$ cat src/rtl/miriscv_decode_stage.sv
// miriscv_decode_stage: registered RV32I(+M) decoder with a 2-entry skid FIFO
// toward execute, pipeline flush and a saturating illegal-instruction counter.
module miriscv_decode_stage #(
  parameter bit M_EXT = 1'b0,
  parameter int CNT_W = 8,
  parameter int PC_W  = 32
) (
  input  logic              clk_i,
  input  logic              rst_i,
  input  logic              flush_i,
  input  logic [31:0]       instr_i,
  input  logic [PC_W-1:0]   pc_i,
  input  logic              instr_valid_i,
  output logic              instr_ready_o,
  output logic              dec_valid_o,
  input  logic              dec_ready_i,
  output logic [PC_W-1:0]   dec_pc_o,
  output logic [4:0]        rs1_o,
  output logic [4:0]        rs2_o,
  output logic [4:0]        rd_o,
  output logic [1:0]        ex_op_a_sel_o,
  output logic [2:0]        ex_op_b_sel_o,
  output logic [5:0]        alu_op_o,
  output logic              mem_req_o,
  output logic              mem_we_o,
  output logic [2:0]        mem_size_o,
  output logic              gpr_we_a_o,
  output logic              wb_src_sel_o,
  output logic              branch_o,
  output logic              jal_o,
  output logic              jalr_o,
  output logic              illegal_instr_o,
  output logic [CNT_W-1:0]  illegal_cnt_o
);

  // Major opcodes, instr[6:2]
  localparam logic [4:0] OPC_LOAD     = 5'b00000;
  localparam logic [4:0] OPC_MISC_MEM = 5'b00011;
  localparam logic [4:0] OPC_OP_IMM   = 5'b00100;
  localparam logic [4:0] OPC_AUIPC    = 5'b00101;
  localparam logic [4:0] OPC_STORE    = 5'b01000;
  localparam logic [4:0] OPC_OP       = 5'b01100;
  localparam logic [4:0] OPC_LUI      = 5'b01101;
  localparam logic [4:0] OPC_BRANCH   = 5'b11000;
  localparam logic [4:0] OPC_JALR     = 5'b11001;
  localparam logic [4:0] OPC_JAL      = 5'b11011;
  localparam logic [4:0] OPC_SYSTEM   = 5'b11100;

  localparam logic [1:0] OP_A_RS1      = 2'd0;
  localparam logic [1:0] OP_A_CURR_PC  = 2'd1;
  localparam logic [1:0] OP_A_ZERO     = 2'd2;
  localparam logic [2:0] OP_B_RS2      = 3'd0;
  localparam logic [2:0] OP_B_IMM_I    = 3'd1;
  localparam logic [2:0] OP_B_IMM_U    = 3'd2;
  localparam logic [2:0] OP_B_IMM_S    = 3'd3;
  localparam logic [2:0] OP_B_INCR     = 3'd4;
  localparam logic [2:0] LDST_W        = 3'd2;
  localparam logic       WB_EX_RESULT  = 1'b0;
  localparam logic       WB_LSU_DATA   = 1'b1;

  // RV32I ALU codes widened by one bit; M ops live at {3'b100, funct3}
  localparam logic [5:0] ALU_ADD  = 6'b000000;
  localparam logic [5:0] ALU_SLL  = 6'b000001;
  localparam logic [5:0] ALU_SLTS = 6'b000010;
  localparam logic [5:0] ALU_SLTU = 6'b000011;
  localparam logic [5:0] ALU_XOR  = 6'b000100;
  localparam logic [5:0] ALU_SRL  = 6'b000101;
  localparam logic [5:0] ALU_OR   = 6'b000110;
  localparam logic [5:0] ALU_AND  = 6'b000111;
  localparam logic [5:0] ALU_SUB  = 6'b001000;
  localparam logic [5:0] ALU_SRA  = 6'b001101;
  localparam logic [5:0] ALU_EQ   = 6'b011000;
  localparam logic [5:0] ALU_NE   = 6'b011001;
  localparam logic [5:0] ALU_LTS  = 6'b011100;
  localparam logic [5:0] ALU_GES  = 6'b011101;
  localparam logic [5:0] ALU_LTU  = 6'b011110;
  localparam logic [5:0] ALU_GEU  = 6'b011111;

  localparam logic [CNT_W-1:0] CNT_MAX = '1;

  typedef struct packed {
    logic [PC_W-1:0] pc;
    logic [4:0]      rs1;
    logic [4:0]      rs2;
    logic [4:0]      rd;
    logic [1:0]      op_a;
    logic [2:0]      op_b;
    logic [5:0]      alu;
    logic            mem_req;
    logic            mem_we;
    logic [2:0]      mem_size;
    logic            gpr_we;
    logic            wb_src;
    logic            branch;
    logic            jal;
    logic            jalr;
    logic            illegal;
  } entry_t;

  // Safe, legal-encoded entry used at reset
  function automatic entry_t f_reset_entry();
    entry_t e;
    e          = '0;
    e.op_a     = OP_A_RS1;
    e.op_b     = OP_B_RS2;
    e.alu      = ALU_ADD;
    e.mem_size = LDST_W;
    e.wb_src   = WB_EX_RESULT;
    return e;
  endfunction

  logic [4:0] w_opcode;
  logic [2:0] w_funct3;
  logic [6:0] w_funct7;
  logic [1:0] w_op_a;
  logic [2:0] w_op_b;
  logic [5:0] w_alu;
  logic       w_req, w_we, w_gwe, w_wb, w_br, w_jal, w_jalr, w_ill;
  logic [2:0] w_size;
  entry_t     w_entry;
  entry_t     w_head;
  logic       w_push, w_pop;
  logic [1:0] w_count_next;

  entry_t           r_mem [2];
  logic             r_wr_ptr;
  logic             r_rd_ptr;
  logic [1:0]       r_count;
  logic             r_ready;
  logic [CNT_W-1:0] r_cnt;

  assign w_opcode = instr_i[6:2];
  assign w_funct3 = instr_i[14:12];
  assign w_funct7 = instr_i[31:25];

  // Combinational decode of the offered instruction into control fields
  always_comb begin
    w_op_a = OP_A_RS1;
    w_op_b = OP_B_RS2;
    w_alu  = ALU_ADD;
    w_req  = 1'b0;
    w_we   = 1'b0;
    w_size = LDST_W;
    w_gwe  = 1'b0;
    w_wb   = WB_EX_RESULT;
    w_br   = 1'b0;
    w_jal  = 1'b0;
    w_jalr = 1'b0;
    w_ill  = 1'b0;
    if (instr_i[1:0] != 2'b11) begin
      w_ill = 1'b1;
    end else begin
      case (w_opcode)
        OPC_LOAD: begin
          w_op_b = OP_B_IMM_I;
          w_req  = 1'b1;
          w_gwe  = 1'b1;
          w_wb   = WB_LSU_DATA;
          w_size = w_funct3;
          case (w_funct3)
            3'd0, 3'd1, 3'd2, 3'd4, 3'd5: w_ill = 1'b0;
            default:                      w_ill = 1'b1;
          endcase
        end
        OPC_STORE: begin
          w_op_b = OP_B_IMM_S;
          w_req  = 1'b1;
          w_we   = 1'b1;
          w_size = w_funct3;
          case (w_funct3)
            3'd0, 3'd1, 3'd2: w_ill = 1'b0;
            default:          w_ill = 1'b1;
          endcase
        end
        OPC_OP: begin
          w_gwe = 1'b1;
          case (w_funct7)
            7'h00: begin
              case (w_funct3)
                3'd0:    w_alu = ALU_ADD;
                3'd1:    w_alu = ALU_SLL;
                3'd2:    w_alu = ALU_SLTS;
                3'd3:    w_alu = ALU_SLTU;
                3'd4:    w_alu = ALU_XOR;
                3'd5:    w_alu = ALU_SRL;
                3'd6:    w_alu = ALU_OR;
                3'd7:    w_alu = ALU_AND;
                default: w_ill = 1'b1;
              endcase
            end
            7'h20: begin
              case (w_funct3)
                3'd0:    w_alu = ALU_SUB;
                3'd5:    w_alu = ALU_SRA;
                default: w_ill = 1'b1;
              endcase
            end
            7'h01: begin
              if (M_EXT) begin
                w_alu = {3'b100, w_funct3};
              end else begin
                w_ill = 1'b1;
              end
            end
            default: w_ill = 1'b1;
          endcase
        end
        OPC_OP_IMM: begin
          w_op_b = OP_B_IMM_I;
          w_gwe  = 1'b1;
          case (w_funct3)
            3'd0: w_alu = ALU_ADD;
            3'd2: w_alu = ALU_SLTS;
            3'd3: w_alu = ALU_SLTU;
            3'd4: w_alu = ALU_XOR;
            3'd6: w_alu = ALU_OR;
            3'd7: w_alu = ALU_AND;
            3'd1: begin
              w_alu = ALU_SLL;
              w_ill = (w_funct7 != 7'h00);
            end
            3'd5: begin
              w_alu = (w_funct7 == 7'h20) ? ALU_SRA : ALU_SRL;
              w_ill = (w_funct7 != 7'h00) && (w_funct7 != 7'h20);
            end
            default: w_ill = 1'b1;
          endcase
        end
        OPC_LUI: begin
          w_op_a = OP_A_ZERO;
          w_op_b = OP_B_IMM_U;
          w_gwe  = 1'b1;
        end
        OPC_AUIPC: begin
          w_op_a = OP_A_CURR_PC;
          w_op_b = OP_B_IMM_U;
          w_gwe  = 1'b1;
        end
        OPC_BRANCH: begin
          w_br = 1'b1;
          case (w_funct3)
            3'd0:    w_alu = ALU_EQ;
            3'd1:    w_alu = ALU_NE;
            3'd4:    w_alu = ALU_LTS;
            3'd5:    w_alu = ALU_GES;
            3'd6:    w_alu = ALU_LTU;
            3'd7:    w_alu = ALU_GEU;
            default: w_ill = 1'b1;
          endcase
        end
        OPC_JAL: begin
          w_op_a = OP_A_CURR_PC;
          w_op_b = OP_B_INCR;
          w_gwe  = 1'b1;
          w_jal  = 1'b1;
        end
        OPC_JALR: begin
          w_op_a = OP_A_CURR_PC;
          w_op_b = OP_B_INCR;
          w_gwe  = 1'b1;
          w_jalr = 1'b1;
          w_ill  = (w_funct3 != 3'd0);
        end
        OPC_MISC_MEM: begin
          w_ill = (w_funct3 != 3'd0);
        end
        OPC_SYSTEM: begin
          // ecall / ebreak pass through as no-ops, anything else traps
          w_ill = (instr_i != 32'h0000_0073) && (instr_i != 32'h0010_0073);
        end
        default: w_ill = 1'b1;
      endcase
    end
  end

  // Assemble the FIFO entry; illegal instructions collapse to safe defaults
  always_comb begin
    w_entry     = f_reset_entry();
    w_entry.pc  = pc_i;
    w_entry.rs1 = instr_i[19:15];
    w_entry.rs2 = instr_i[24:20];
    w_entry.rd  = instr_i[11:7];
    if (w_ill) begin
      w_entry.illegal = 1'b1;
    end else begin
      w_entry.op_a     = w_op_a;
      w_entry.op_b     = w_op_b;
      w_entry.alu      = w_alu;
      w_entry.mem_req  = w_req;
      w_entry.mem_we   = w_we;
      w_entry.mem_size = w_size;
      w_entry.gpr_we   = w_gwe;
      w_entry.wb_src   = w_wb;
      w_entry.branch   = w_br;
      w_entry.jal      = w_jal;
      w_entry.jalr     = w_jalr;
      w_entry.illegal  = 1'b0;
    end
  end

  assign w_push = instr_valid_i & r_ready & ~flush_i;
  assign w_pop  = (r_count != 2'd0) & dec_ready_i;

  // Next occupancy; flush wins over push and pop
  always_comb begin
    if (flush_i) begin
      w_count_next = 2'd0;
    end else begin
      case ({w_push, w_pop})
        2'b10:   w_count_next = r_count + 2'd1;
        2'b01:   w_count_next = r_count - 2'd1;
        default: w_count_next = r_count;
      endcase
    end
  end

  // FIFO storage write
  always_ff @(posedge clk_i) begin
    if (rst_i) begin
      r_mem[0] <= f_reset_entry();
      r_mem[1] <= f_reset_entry();
    end else if (w_push) begin
      r_mem[r_wr_ptr] <= w_entry;
    end
  end

  // FIFO pointers, occupancy and the registered ready (never depends on dec_ready_i combinationally)
  always_ff @(posedge clk_i) begin
    if (rst_i) begin
      r_wr_ptr <= 1'b0;
      r_rd_ptr <= 1'b0;
      r_count  <= 2'd0;
      r_ready  <= 1'b1;
    end else begin
      if (flush_i) begin
        r_wr_ptr <= 1'b0;
        r_rd_ptr <= 1'b0;
      end else begin
        r_wr_ptr <= r_wr_ptr ^ w_push;
        r_rd_ptr <= r_rd_ptr ^ w_pop;
      end
      r_count <= w_count_next;
      r_ready <= (w_count_next != 2'd2);
    end
  end

  // Saturating count of accepted illegal instructions; survives flush
  always_ff @(posedge clk_i) begin
    if (rst_i) begin
      r_cnt <= '0;
    end else if (w_push && w_entry.illegal && (r_cnt != CNT_MAX)) begin
      r_cnt <= r_cnt + {{(CNT_W-1){1'b0}}, 1'b1};
    end
  end

  assign w_head          = r_mem[r_rd_ptr];
  assign instr_ready_o   = r_ready;
  assign dec_valid_o     = (r_count != 2'd0);
  assign dec_pc_o        = w_head.pc;
  assign rs1_o           = w_head.rs1;
  assign rs2_o           = w_head.rs2;
  assign rd_o            = w_head.rd;
  assign ex_op_a_sel_o   = w_head.op_a;
  assign ex_op_b_sel_o   = w_head.op_b;
  assign alu_op_o        = w_head.alu;
  assign mem_req_o       = w_head.mem_req;
  assign mem_we_o        = w_head.mem_we;
  assign mem_size_o      = w_head.mem_size;
  assign gpr_we_a_o      = w_head.gpr_we;
  assign wb_src_sel_o    = w_head.wb_src;
  assign branch_o        = w_head.branch;
  assign jal_o           = w_head.jal;
  assign jalr_o          = w_head.jalr;
  assign illegal_instr_o = w_head.illegal;
  assign illegal_cnt_o   = r_cnt;

endmodule

$ cat config.mk
export PLATFORM = sky130hd
export DESIGN_NAME = miriscv_decode_stage
export DESIGN_NICKNAME = d
export VERILOG_FILES = /design/src/rtl/miriscv_decode_stage.sv
export SDC_FILE = /design/constraint.sdc
export NUM_CORES = 1
export LEC_CHECK = 0
export ABC_AREA = 1
export CAP_MARGIN = 40
export CORE_MARGIN = 1.5
export CORE_UTILIZATION = 35
export CTS_CLUSTER_SIZE = 8
export DETAILED_ROUTE_END_ITERATION = 10
export PLACE_DENSITY = 0.7
export SYNTH_ARGS = -nofsm -noshare
export SYNTH_HDL_FRONTEND = slang
export SYNTH_SLANG_ARGS = --single-unit
$ cat constraint.sdc
create_clock -name clk_i -period 7.7 [get_ports clk_i]
set_clock_uncertainty 0.15 [all_clocks]
set_input_delay 1.54 -clock clk_i [delete_from_list [all_inputs] [get_ports clk_i]]
set_output_delay 1.54 -clock clk_i [all_outputs]
set_load 0.1 [all_outputs]
==> results of run 1 <==
==> worst max-delay path, cell delays in order, from the launching register on <==
cell,delay (ns)
dfxtp_2,0.31
buf_4,0.34
inv_2,0.53
buf_4,0.49
nand2_1,0.10
nand2_1,0.10
clkdlybuf4s50_1,0.53
buf_8,0.21
==> cell type report <==
| cell class | count | share of cell area, % |
|---|---|---|
| inverter | 76 | 2.72 |
| clock inverter | 14 | 1.23 |
| sequential | 149 | 41.5 |
| tap | 265 | 3.16 |
| multi-input combinational | 501 | 21.0 |
| timing repair buffer | 230 | 26.4 |
| clock buffer | 18 | 4.09 |
==> flip-flops by register name (all words and copies together), names as in the netlist <==
name and cells:
illegal_cnt_o 8, instr_ready_o 1, r_count 2, r_mem 136
r_rd_ptr 1, r_wr_ptr 1
==> layer usage <==
| layer | part of all wire, % | track usage (%) | vias to the layer above |
|---|---|---|---|
| li1 | - | - | 2838 |
| met1 | 42 | 19.6 | 2697 |
| met2 | 52 | 30.8 | 171 |
| met3 | 3.6 | 2.63 | 30 |
| met4 | 2.3 | 7.04 | 0 |
| met5 | 0 | 0 | - |
==> how the worst max path moves through the flow <==
stage	startpoint	to	cells after the start
after floorplan	rst_i	r_mem[0][0]	5
after global placement	rst_i	r_mem[1][41]	6
after detailed placement	rst_i	r_mem[1][41]	8
after CTS	r_rd_ptr	rd_o[0]	7
after global routing	r_rd_ptr	rd_o[0]	7
final	r_rd_ptr	rd_o[0]	7
==> stage by stage <==
stage | total power [W] | hold WS [ns] | setup slack, ns | instance area, um2 | cells
after global routing | 0.00222 | 0.392 | 2.69 | 10500 | 1253
after global placement | 0.00130 | 0.347 | 2.62 | 8640 | 1140
after CTS | 0.00217 | 0.370 | 2.86 | 10500 | 1253
after detailed placement | 0.00139 | 0.356 | 2.93 | 9920 | 1221
after floorplan | 0.00120 | 0.325 | 3.13 | 6940 | 757
final | 0.00215 | 0.364 | 2.93 | 10500 | 1253
==> power groups by stage <==
stage / sequential, W / combinational [W] / clock (W)
3_3_place_gp: 0.000944 / 0.000359 / 0
3_5_place_dp: 0.000945 / 0.000446 / 0
6_report: 0.000928 / 0.000444 / 0.000779
4_1_cts: 0.000928 / 0.000448 / 0.000791
5_1_grt: 0.000931 / 0.000465 / 0.000819
2_1_floorplan: 0.000949 / 0.000246 / 0
==> placed cells by master, fill, tap and decap left out, types with 3 or more instances in the layout <==
cell	count
nand2_2	14
clkdlybuf4s50_1	146
edfxtp_1	136
nor2_4	4
xor2_1	4
xnor2_1	3
a21oi_1	8
nand3_1	19
inv_1	68
inv_2	8
buf_4	3
o21ai_0	8
clkinv_4	3
clkbuf_16	17
buf_8	74
nor2_1	165
o21ai_1	3
buf_12	3
a21oi_2	8
nand4_1	7
nand2_1	241
buf_16	4
dfxtp_1	12
clkinvlp_4	4
==> cell families after synthesis <==
logic type / after synthesis / synth area share (%)
simple gates: 460 / 27.2
compound gates: 31 / 2.92
xor+xnor: 7 / 0.883
other cells: 1 / 0.0540
flops: 149 / 62.6
fa+ha+maj: 2 / 0.360
buf+inv: 107 / 6.00
==> synthesized netlist by cell type <==
cell type,instances,area [um2]
nand2_1,244,916
nor2_1,165,619
edfxtp_1,136,4080
inv_1,68,255
clkbuf_1,28,105
nand3_1,19,95.1
dfxtp_1,13,260
nand2_2,13,81.3
a21oi_1,8,40.0
a21oi_2,8,70.1
o21ai_0,8,40.0
inv_2,7,26.3
nand4_1,7,43.8
nor2_4,4,45.0
xor2_1,4,35.0
o21ai_1,3,15.0
xnor2_1,3,26.3
buf_4,2,15.0
ha_1,2,25.0
nand3_2,2,20.0
nor3_1,2,10.0
a31oi_2,1,12.5
buf_6,1,11.3
clkinv_1,1,3.75
conb_1,1,3.75
nand2_8,1,20.0
nand3_4,1,17.5
nand4_2,1,12.5
o2111ai_1,1,8.76
o21a_1,1,7.51
o221ai_1,1,8.76
or2_2,1,6.26
==> impl_metrics.toml, run 1 <==
[sta]
setup_viol = 0
maxSlewHeadroom_pct = 52.0
worst_pin_slew_ns = 0.720
post-route-period-util_pct = 61.9
setup_tns_ns = 0
timing.fmax_mhz = 210
hold_viol = 0
final.min_clock_period_ns = 4.77
rsz0062_at_grt = "no"
final-max-slew-violation-count = 0

[worst_setup_path]
critPathMaxFanout = 69
critPathRequiredTime_ns = 6.01
crit_type = "register to output port"
r2r_cells = 6
endpoint_kind = "output port"
worstPathArrival_ns = 3.08
rrSetupSlack_ns = 5.10
reg2reg_to = "r_mem[1][26]"
critPathLaunchType = "register"
rr_startpoint = "instr_ready_o"

[global_route]
overflow = 0
grt_util_all_layers_pct = 16.9
grt_pass1_wl_um = 27000
antenna_found_initial = 0
grt_pass1_vias = 5744
grt_max_degree = 70

[clock_tree]
hold_buffers = 0
post_cts_buffers = 0
clk_latency_ns = 0.42
ctsRootBufferMaster = "clkbuf_16"
cts_made_buffers = 17
clockBufferDepth = 2
cts.clk_slew.worst_paths_ns = 0.07
htree_num_levels = 4
post_cts_resized = 0
cts_sinks = 149
tritoncts = "yes"

[worst_hold_path]
hold_start = "illegal_cnt_o[5]"
min_to = "illegal_cnt_o[5]"
min_path_cells = 2
min_path_type = "register to register"

[floorplanning]
core_um2 = 19500
ios = 148
fp.dieW_um = 144
die_h_um = 144
start_util_pct = 35.7
rows = 51
die_area_um2 = 20700

[synthesis]
syn-cell-area_um2 = 6940
yosysWarnings = 0
yosysSeqAreaShare_pct = 62.6
synthCells = 757
syn_avg_cell_area_um2 = 9.17
ys_types = 32
yosys_register_bits = 149
syn_nets = 828

[power_and_ir_drop]
p_comb_share_pct = 20.6
power_density_nw_per_um2 = 205
internal_power_w = 0.00152
swShare_pct = 29.2
leakage_nw = 4.48
power_switching_w = 0.000629
seqPwrFrac_pct = 43.1
ir_drop_uv = 141
clockPowerShare_pct = 36.2

[placed_design]
dp_hpwl_um = 11800
gp_congestion = 0.877
io_buffers = 146

[routing]
wl_um = 17000
drt-initial-drc-count = 333
avgRoutedWirePerCell_um = 13.5
num_vias = 5736
drt_pass1_iterations = 7
drc = 0
via_per_inst = 4.58
ant_nets = 0

[finish]
final_util_pct = 53.9
area_growth_pct = 51.0
multiInputGateArea_um2 = 2200
seq_area_um2 = 4350
drive_gt1_share_pct = 16.0
antenna_cells = 0
nFillCells = 1656
nNetsFinal = 1046

[job]
max-cap-violations = 0

[outcome]
status = "complete, no violations"
Note: power is estimated with default switching activity, not from simulation.
==> run 2, diff against run 1 <==
--- a/config.mk
+++ b/config.mk
@@ -11,7 +11,7 @@
 export CORE_UTILIZATION = 35
 export CTS_CLUSTER_SIZE = 8
 export DETAILED_ROUTE_END_ITERATION = 10
-export PLACE_DENSITY = 0.7
+export PLACE_DENSITY = 0.72
 export SYNTH_ARGS = -nofsm -noshare
 export SYNTH_HDL_FRONTEND = slang
 export SYNTH_SLANG_ARGS = --single-unit
==> constraint.sdc (replaced) <==
create_clock -name clk_i -period 4.1 [get_ports clk_i]
set_clock_uncertainty 0.15 [all_clocks]
set_input_delay 0.82 -clock clk_i [delete_from_list [all_inputs] [get_ports clk_i]]
set_output_delay 0.82 -clock clk_i [all_outputs]
set_load 0.1 [all_outputs]
==> run 2 against run 1 <==
  * Routed wire length decreased by 0.72%
  * Critical path depth decreased by 2
  * Total power increased by 82%
  * Core utilization decreased by 6.0 points
  * Highest routed layer unchanged
  * Clock power increased by 91%
  * Largest cell class unchanged
==> impl_metrics.toml, run 2 (same netlist as run 1, synthesis figures left out) <==
[sta]
final-max-slew-violation-count = 0
rsz0062_at_grt = "no"
post-route-period-util_pct = 73.4
timing.fmax_mhz = 332
maxSlewHeadroom_pct = 48.5
final.min_clock_period_ns = 3.01
setup_tns_ns = 0
worst_pin_slew_ns = 0.772
hold_viol = 0
setup_viol = 0

[clock_tree]
clk_latency_ns = 0.42
hold_buffers = 0
post_cts_resized = 0
ctsRootBufferMaster = "clkbuf_16"
cts.clk_slew.worst_paths_ns = 0.06
cts_sinks = 149
post_cts_buffers = 0
cts_made_buffers = 17
htree_num_levels = 4
tritoncts = "yes"
clockBufferDepth = 2

[worst_setup_path]
crit_chain = "inv_2 > buf_4 > nand2_1 > nand2_1 > buf_4"
crit_type = "register to output port"
endpoint_kind = "output port"
crit_family = "buffers and inverters"
critPathRequiredTime_ns = 3.13
critPathMaxFanout = 28
path_buf_inv = 3
critPathLaunchType = "register"
slowest_stage = "inv_2"
worstPathArrival_ns = 2.04
slowest_delay_ns = 0.41

[global_route]
overflow = 0
grt_max_degree = 69
grt_pass1_wl_um = 26300
antenna_found_initial = 0
grt_util_all_layers_pct = 16.9
grt_pass1_vias = 5361

[outcome]
status = "complete, no violations"

[finish]
fin_area_um2 = 9310
area_growth_pct = 34.1
antenna_cells = 0
final_common_cell = "nand2_1"
nFillCells = 1810
max_flop_register = "r_mem"
nNetsFinal = 983
drive_gt1_share_pct = 17.5
largest_reg_flops = 136
layout_common_cells = "nand2_1 (241), nor2_1 (165), edfxtp_1 (136)"

[floorplanning]
die_h_um = 144
die_area_um2 = 20700
fp.dieW_um = 144
ios = 148
core_um2 = 19500
rows = 51
start_util_pct = 35.7

[power_and_ir_drop]
leakage_nw = 4.08
power_density_nw_per_um2 = 421
ir_drop_uv = 206
power_w = 0.00392

[routing]
drt-initial-drc-count = 395
wl_um = 16800
ant_nets = 0
drt_pass1_iterations = 5
num_vias = 5444
avgRoutedWirePerCell_um = 14.2
drc = 0
via_per_inst = 4.58

[placed_design]
placed_area_um2 = 8750
dp_hpwl_um = 11300
io_buffers = 146
gp_congestion = 0.860

[job]
max-cap-violations = 0

[worst_hold_path]
min_path_type = "register to register"
[run 2: power by group]
group / internal [W] / switching, W
clock: 0.000892 / 0.000599
combinational: 0.000169 / 0.000515
sequential: 0.00172 / 0.0000184
total: 0.00278 / 0.00113
[run 2: final cells by class]
type	instances	area, um2	area share (%)
Sequential cell	149	4350	46.7
Inverter	76	285	3.06
Tap cell	265	332	3.56
Clock buffer	19	433	4.65
Timing Repair Buffer	167	1590	17.0
Multi-Input combinational cell	501	2200	23.6
Clock inverter	12	131	1.41
[run 2: path summary, 6_finish.rpt]
check	start	end	cells past startpoint	slack, ns
min reg2reg	illegal_cnt_o[1]	illegal_cnt_o[1]	2	0.36
max	r_rd_ptr	gpr_we_a_o	5	1.09
min	illegal_cnt_o[1]	illegal_cnt_o[1]	2	0.36
max reg2reg	instr_ready_o	r_mem[1][42]	5	2.01
[run 2: metrics by stage]
stage / cells / util [%] / hold slack [ns] / setup WS, ns
finish: 1189 / 47.8 / 0.356 / 1.09
global route: 1189 / 47.8 / 0.384 / 0.938
CTS: 1189 / 47.8 / 0.358 / 1.05
detailed placement: 1158 / 44.9 / 0.346 / 0.843
global placement: 1148 / 44.0 / 0.343 / 0.889
floorplan: 757 / - / 0.325 / 0.191
[run 2: routing by layer]
metal	track usage (%)	vias up	wire length, um
met1	21.1	2523	7310
met5	0	-	0
met4	6.71	0	365
met2	28.3	180	8120
li1	-	2715	-
met3	3.93	26	1050
[run 2: worst reg2reg max path: cells and delay by family, from the launching register on]
kind	cells	cell delay, ns
buf+inv	2	0.57
flops	1	0.38
simple gates	3	0.60
